File: config.mk
export PLATFORM = sky130hd
export DESIGN_NAME = mfp_ahb_7sd_scanner
export DESIGN_NICKNAME = d
export VERILOG_FILES = /design/src/rtl/mfp_7sd_pkg.sv /design/src/rtl/mfp_7sd_regbank.sv /design/src/rtl/mfp_ahb_7sd_scanner.sv
export SDC_FILE = /design/constraint.sdc
export NUM_CORES = 1
export LEC_CHECK = 0
export BUFFER_PORTS_ARGS = -buffer_cell sky130_fd_sc_hd__buf_2
export CAP_MARGIN = 20
export CORE_MARGIN = 5
export CORE_UTILIZATION = 50
export CTS_BUF_LIST = sky130_fd_sc_hd__clkbuf_4 sky130_fd_sc_hd__clkbuf_8
export DETAILED_ROUTE_END_ITERATION = 6
export PLACE_DENSITY_LB_ADDON = 0.1
export SLEW_MARGIN = 20
export SYNTH_ARGS = -nofsm -noshare
export SYNTH_HDL_FRONTEND = slang
export SYNTH_SLANG_ARGS = --single-unit
File: constraint.sdc
create_clock -name clk -period 5.09 [get_ports clk]
set_input_delay 0.2545 -clock clk [delete_from_list [all_inputs] [get_ports clk]]
set_output_delay 0.2545 -clock clk [all_outputs]
set_load 0.005 [all_outputs]
File: src/rtl/mfp_7sd_pkg.sv
`default_nettype none
// ============================================================================
// Module  : mfp_7sd_pkg
// Brief   : Shared types and constants for the 8-digit 7-segment scanner.
// Revision: 1.0
// ============================================================================
package mfp_7sd_pkg;

    typedef enum logic [0:0] {
        ST_BLANK = 1'b0,
        ST_SHOW  = 1'b1
    } state_t;

    localparam int unsigned NUM_DIGITS = 8;
    localparam int unsigned IDX_W      = $clog2(NUM_DIGITS);

    localparam logic [1:0] SEL_LO = 2'd0;
    localparam logic [1:0] SEL_HI = 2'd1;
    localparam logic [1:0] SEL_DP = 2'd2;
    localparam logic [1:0] SEL_EN = 2'd3;

    localparam logic [4:0] BLANK_CODE = 5'd31;

endpackage
`default_nettype wire

File: src/rtl/mfp_7sd_regbank.sv
`default_nettype none
// ============================================================================
// Module  : mfp_7sd_regbank
// Brief   : Shadow/active display registers with frame-synchronous commit.
// Revision: 1.0
// ============================================================================
module mfp_7sd_regbank
    import mfp_7sd_pkg::*;
(
    input  logic             clk,
    input  logic             reset,
    input  logic             wr_en,
    input  logic [1:0]       wr_sel,
    input  logic [31:0]      wr_data,
    input  logic             commit_i,
    input  logic [IDX_W-1:0] rd_idx_i,
    output logic [4:0]       rd_code_o,
    output logic             rd_dp_o,
    output logic             rd_en_o
);

    logic [NUM_DIGITS-1:0][4:0] sh_code_q, act_code_q, act_code_d;
    logic [NUM_DIGITS-1:0]      sh_dp_q, act_dp_q, act_dp_d;
    logic [NUM_DIGITS-1:0]      sh_en_q, act_en_q, act_en_d;

    logic unused_wr_hi;
    assign unused_wr_hi = ^wr_data[31:20];

    // Read side sees the post-commit contents so the registered outputs of
    // the first cycle of a new frame already reflect the committed values.
    always_comb begin
        act_code_d = commit_i ? sh_code_q : act_code_q;
        act_dp_d   = commit_i ? sh_dp_q   : act_dp_q;
        act_en_d   = commit_i ? sh_en_q   : act_en_q;
    end

    assign rd_code_o = act_code_d[rd_idx_i];
    assign rd_dp_o   = act_dp_d[rd_idx_i];
    assign rd_en_o   = act_en_d[rd_idx_i];

    always_ff @(posedge clk) begin
        if (reset) begin
            sh_code_q  <= {NUM_DIGITS{BLANK_CODE}};
            act_code_q <= {NUM_DIGITS{BLANK_CODE}};
            sh_dp_q    <= '0;
            act_dp_q   <= '0;
            sh_en_q    <= '1;
            act_en_q   <= '1;
        end else begin
            act_code_q <= act_code_d;
            act_dp_q   <= act_dp_d;
            act_en_q   <= act_en_d;
            if (wr_en) begin
                case (wr_sel)
                    SEL_LO:  sh_code_q[3:0] <= wr_data[19:0];
                    SEL_HI:  sh_code_q[7:4] <= wr_data[19:0];
                    SEL_DP:  sh_dp_q        <= wr_data[7:0];
                    default: sh_en_q        <= wr_data[7:0];
                endcase
            end
        end
    end

endmodule
`default_nettype wire

File: src/rtl/mfp_ahb_7sd_scanner.sv
`default_nettype none
// ============================================================================
// Module  : mfp_ahb_7sd_scanner
// Brief   : 8-digit multiplexed 7-segment scanner with anti-ghost blanking.
// Revision: 1.0
// ============================================================================
module mfp_ahb_7sd_scanner
    import mfp_7sd_pkg::*;
#(
    parameter int PRESCALE     = 50000,
    parameter int BLANK_CYCLES = 64
) (
    input  logic        clk,
    input  logic        reset,
    input  logic        wr_en,
    input  logic [1:0]  wr_sel,
    input  logic [31:0] wr_data,
    output logic [7:0]  anode,
    output logic [5:0]  digit_data,
    output logic        frame_sync
);

    localparam int MAX_CNT = (PRESCALE > BLANK_CYCLES) ? PRESCALE : BLANK_CYCLES;
    localparam int CNT_W   = $clog2(MAX_CNT) + 1;

    localparam logic [CNT_W-1:0] BLANK_LAST = CNT_W'(BLANK_CYCLES - 1);
    localparam logic [CNT_W-1:0] SHOW_LAST  = CNT_W'(PRESCALE - 1);
    localparam logic [IDX_W-1:0] IDX_LAST   = IDX_W'(NUM_DIGITS - 1);

    state_t             state_q, state_d;
    logic [CNT_W-1:0]   cnt_q, cnt_d;
    logic [IDX_W-1:0]   idx_q, idx_d;
    logic               commit;

    logic [7:0]         anode_q, anode_d;
    logic [5:0]         digit_data_q, digit_data_d;
    logic               frame_sync_q;

    logic [4:0]         rd_code;
    logic               rd_dp;
    logic               rd_en;

    mfp_7sd_regbank u_regbank (
        .clk       (clk),
        .reset     (reset),
        .wr_en     (wr_en),
        .wr_sel    (wr_sel),
        .wr_data   (wr_data),
        .commit_i  (commit),
        .rd_idx_i  (idx_d),
        .rd_code_o (rd_code),
        .rd_dp_o   (rd_dp),
        .rd_en_o   (rd_en)
    );

    always_comb begin
        state_d = state_q;
        cnt_d   = cnt_q + 1'b1;
        idx_d   = idx_q;
        commit  = 1'b0;
        case (state_q)
            ST_BLANK: begin
                if (cnt_q == BLANK_LAST) begin
                    state_d = ST_SHOW;
                    cnt_d   = '0;
                end
            end
            default: begin
                if (cnt_q == SHOW_LAST) begin
                    state_d = ST_BLANK;
                    cnt_d   = '0;
                    idx_d   = idx_q + 1'b1;
                    commit  = (idx_q == IDX_LAST);
                end
            end
        endcase
    end

    // Outputs are derived from next-state values so they are registered yet
    // aligned with the state they describe; every digit change passes
    // through BLANK, so two anodes can never be low back to back.
    always_comb begin
        anode_d = 8'hFF;
        if (state_d == ST_SHOW && rd_en) begin
            anode_d[idx_d] = 1'b0;
        end
        digit_data_d = {~rd_dp, rd_code};
    end

    always_ff @(posedge clk) begin
        if (reset) begin
            state_q      <= ST_BLANK;
            cnt_q        <= '0;
            idx_q        <= '0;
            anode_q      <= 8'hFF;
            digit_data_q <= 6'h3F;
            frame_sync_q <= 1'b0;
        end else begin
            state_q      <= state_d;
            cnt_q        <= cnt_d;
            idx_q        <= idx_d;
            anode_q      <= anode_d;
            digit_data_q <= digit_data_d;
            frame_sync_q <= commit;
        end
    end

    assign anode      = anode_q;
    assign digit_data = digit_data_q;
    assign frame_sync = frame_sync_q;

endmodule
`default_nettype wire

==> metrics.yaml <==
fp-row-count: 40
vias_per_cell: 5.521
end_kind: "flip-flop"
numPortBuffers: 39
initial_utilization: 0.5117
syn_area_sq_mm: 0.006146
ir_worst_vdd_mv: 0.2074
dr_wl_met3_um: 460
wl_met1_um: 6823
io_pins: 52
hpwlAfterDp_um: 9256
die_w_um: 120.9
clkSlewWorstSetupHoldPaths_ns: 0.08
hp-class: "input pin to flip-flop"
num-nets-final: 731
finalSetupViolations: 0
dieArea_sq_mm: 0.01461
multi_input_area_sq_mm: 0.002995
fillCellCount: 1103
ys_top_cells_by_area: "dfxtp_1, nand2_1, mux2i_1, nand3b_1, nor2_1"
hold_buffers: 0
cts_tree: "done"
die_h_um: 120.9
drtIter0Drc: 326
place.gp.congestion: 0.7627
grt_max_degree: 57
path_max_fanout: 44
maxUsedRoutingLayer: "met4"
r2r_cells: 7
ant_nets: 0
rsz0062_at_grt: "no"
routedWlPerCell_um: 16.58
cts_root_buf: "clkbuf_8"
grt_pass1_wl_um: 23630
drc: 0
power_density_mw_per_mm2: 351.1
max_cap_viol_count: 0
num_vias: 4698
register_area_sq_mm: 0.002963
status: "finished, final reports clean"
slew_violations: 0
r2r-start: "idx_q[0]"
synth_top_area_cell: "dfxtp_1"
max_freq_mhz: 287.1
syn_inst: 665
seq_area_frac_synth: 0.4821
coreArea_sq_mm: 0.01201
holdWs_ns: 0.02683
pre_cts_ws_ns: 1.595
synth.most_common_cell: "dfxtp_1"
wl_met2_um: 6639
finalCriticalPeriod_ns: 3.483
syn_area_per_cell_sq_um: 9.242
hold_depth: 2
start_kind: "flip-flop"
synth-edff-count: 0
ys.flop_type: "dfxtp_1"
arrival_ns: 3.80
grt_pass1_vias: 4612
worstHoldStart: "wr_data[18]"
cts_made_buffers: 17
antenna_found_initial: 0
cp.required_ns: 5.41
detail_route.wirelength_um: 14110
syn2layout_area_growth_pct: 12.76
insertion_delay_ns: 0.44
cts_max_path_buffers: 2
ys_top_cells_by_count: "dfxtp_1, nand2_1, nor2_1, nand3b_1, mux2i_1"
power.leakage_uw: 0.002922
worstMarginPinSlew_ns: 1.086
drive_gt1_frac: 0.1563
synth_top_area_share: 0.4821
dp_cells: 819
cts_resized: 0
finalHoldViolations: 0
synth_seq_cells: 148
syn_nets: 705
critical_path_class: "flip-flop to flip-flop"
firstDrtPassIters: 4
fin_tns_setup_ns: 0
yosysWarningCount: 0
setup_slack_ns: 1.607
slew_headroom: 0.2725
diodes: 0
period_share: 0.6844
grt_use_total: 0.2078
clock_sinks: 148
async_reset_ff_frac: 0
crit_start: "idx_q[0]"
h-tree-depth: 4
fin_worst_skew_ns: 0.006233
post_cts_buffers: 0
ys_types: 50
finalNonFillerCells: 851
overflow: 0
==> per-layer routing <==
metal	global-route usage	up-vias
met2	0.3314	77
li1	-	2340
met3	0.04662	18
met5	0	-
met4	0.06799	0
met1	0.2794	2263
==> placed cells by master, fill, tap and decap left out, types with 5 or more instances in the layout <==
cell type / count
a211o_1: 20
and3_1: 6
buf_2: 39
buf_4: 6
bufinv_16: 7
clkbuf_8: 19
dfxtp_1: 148
inv_1: 5
mux2_2: 12
mux2i_1: 42
nand2_1: 129
nand2b_1: 26
nand3_1: 14
nand3b_1: 51
nor2_1: 52
nor2b_1: 22
o21ai_0: 5
o221ai_1: 10
o22ai_1: 16
or2_2: 7
xnor2_1: 5
xor2_1: 9
==> worst paths after layout <==
check,slack [ns],endpoint
setup / recovery,1.61,digit_data[2]
hold / removal,0.03,u_regbank.sh_code_q[18]
setup reg to reg,1.61,digit_data[2]
hold reg to reg,0.47,u_regbank.act_dp_q[3]
==> cell type report <==
type / instances / share of cell area
tap: 147 / 0.02654
timing repair buffer: 46 / 0.03755
multi-input combinational: 473 / 0.4322
sequential: 148 / 0.4275
clock inverter: 10 / 0.03250
clock buffer: 22 / 0.04098
inverter: 5 / 0.002708
==> sequential cells by signal, indices dropped and copies added (netlist names) <==
signal	count
u_regbank.act_code_q	40
u_regbank.sh_code_q	40
cnt_q	17
anode	8
u_regbank.act_dp_q	8
u_regbank.act_en_q	8
u_regbank.sh_dp_q	8
u_regbank.sh_en_q	8
digit_data	6
idx_q	3
frame_sync	1
state_q	1
==> logic make-up (layout without fill, tap and decap cells) <==
| family | count (synthesis) | after routing | share of synthesized area |
|---|---|---|---|
| DFF | 148 | 148 | 0.4821 |
| AOI/OAI and AO/OA | 72 | 72 | 0.09039 |
| xor gates and xnor gates | 14 | 14 | 0.01995 |
| muxes | 55 | 55 | 0.09405 |
| adders and majority gates | 3 | 3 | 0.006108 |
| buffers and inverters | 44 | 83 | 0.03196 |
| and+or+nand+nor | 329 | 329 | 0.2755 |
==> worst max-delay path, cell delays in order, from the launching register on <==
cell	delay, ns
dfxtp_1	0.95
ha_1	0.27
ha_1	0.24
nand3_2	0.56
buf_12	0.43
mux2i_1	0.23
o22ai_1	0.13
or4_1	0.51
==> stage by stage <==
step | power (uW) | area (sq um) | utilization
2_1_floorplan | 1286 | 6146 | -
3_3_place_gp | 1318 | 6417 | 0.5343
3_5_place_dp | 1322 | 6417 | 0.5343
4_1_cts | 2456 | 6927 | 0.5767
5_1_grt | 2530 | 6930 | 0.5770
6_report | 2433 | 6930 | 0.5770
==> power breakdown <==
group	leakage (uW)	switching (uW)	internal, uW	total, uW
combinational	0.00146	54.8	44.2	99.1
clock	0.000261	416	723	1140
sequential	0.00120	14.0	1180	1200
Note: power is estimated with default switching activity, not from simulation.
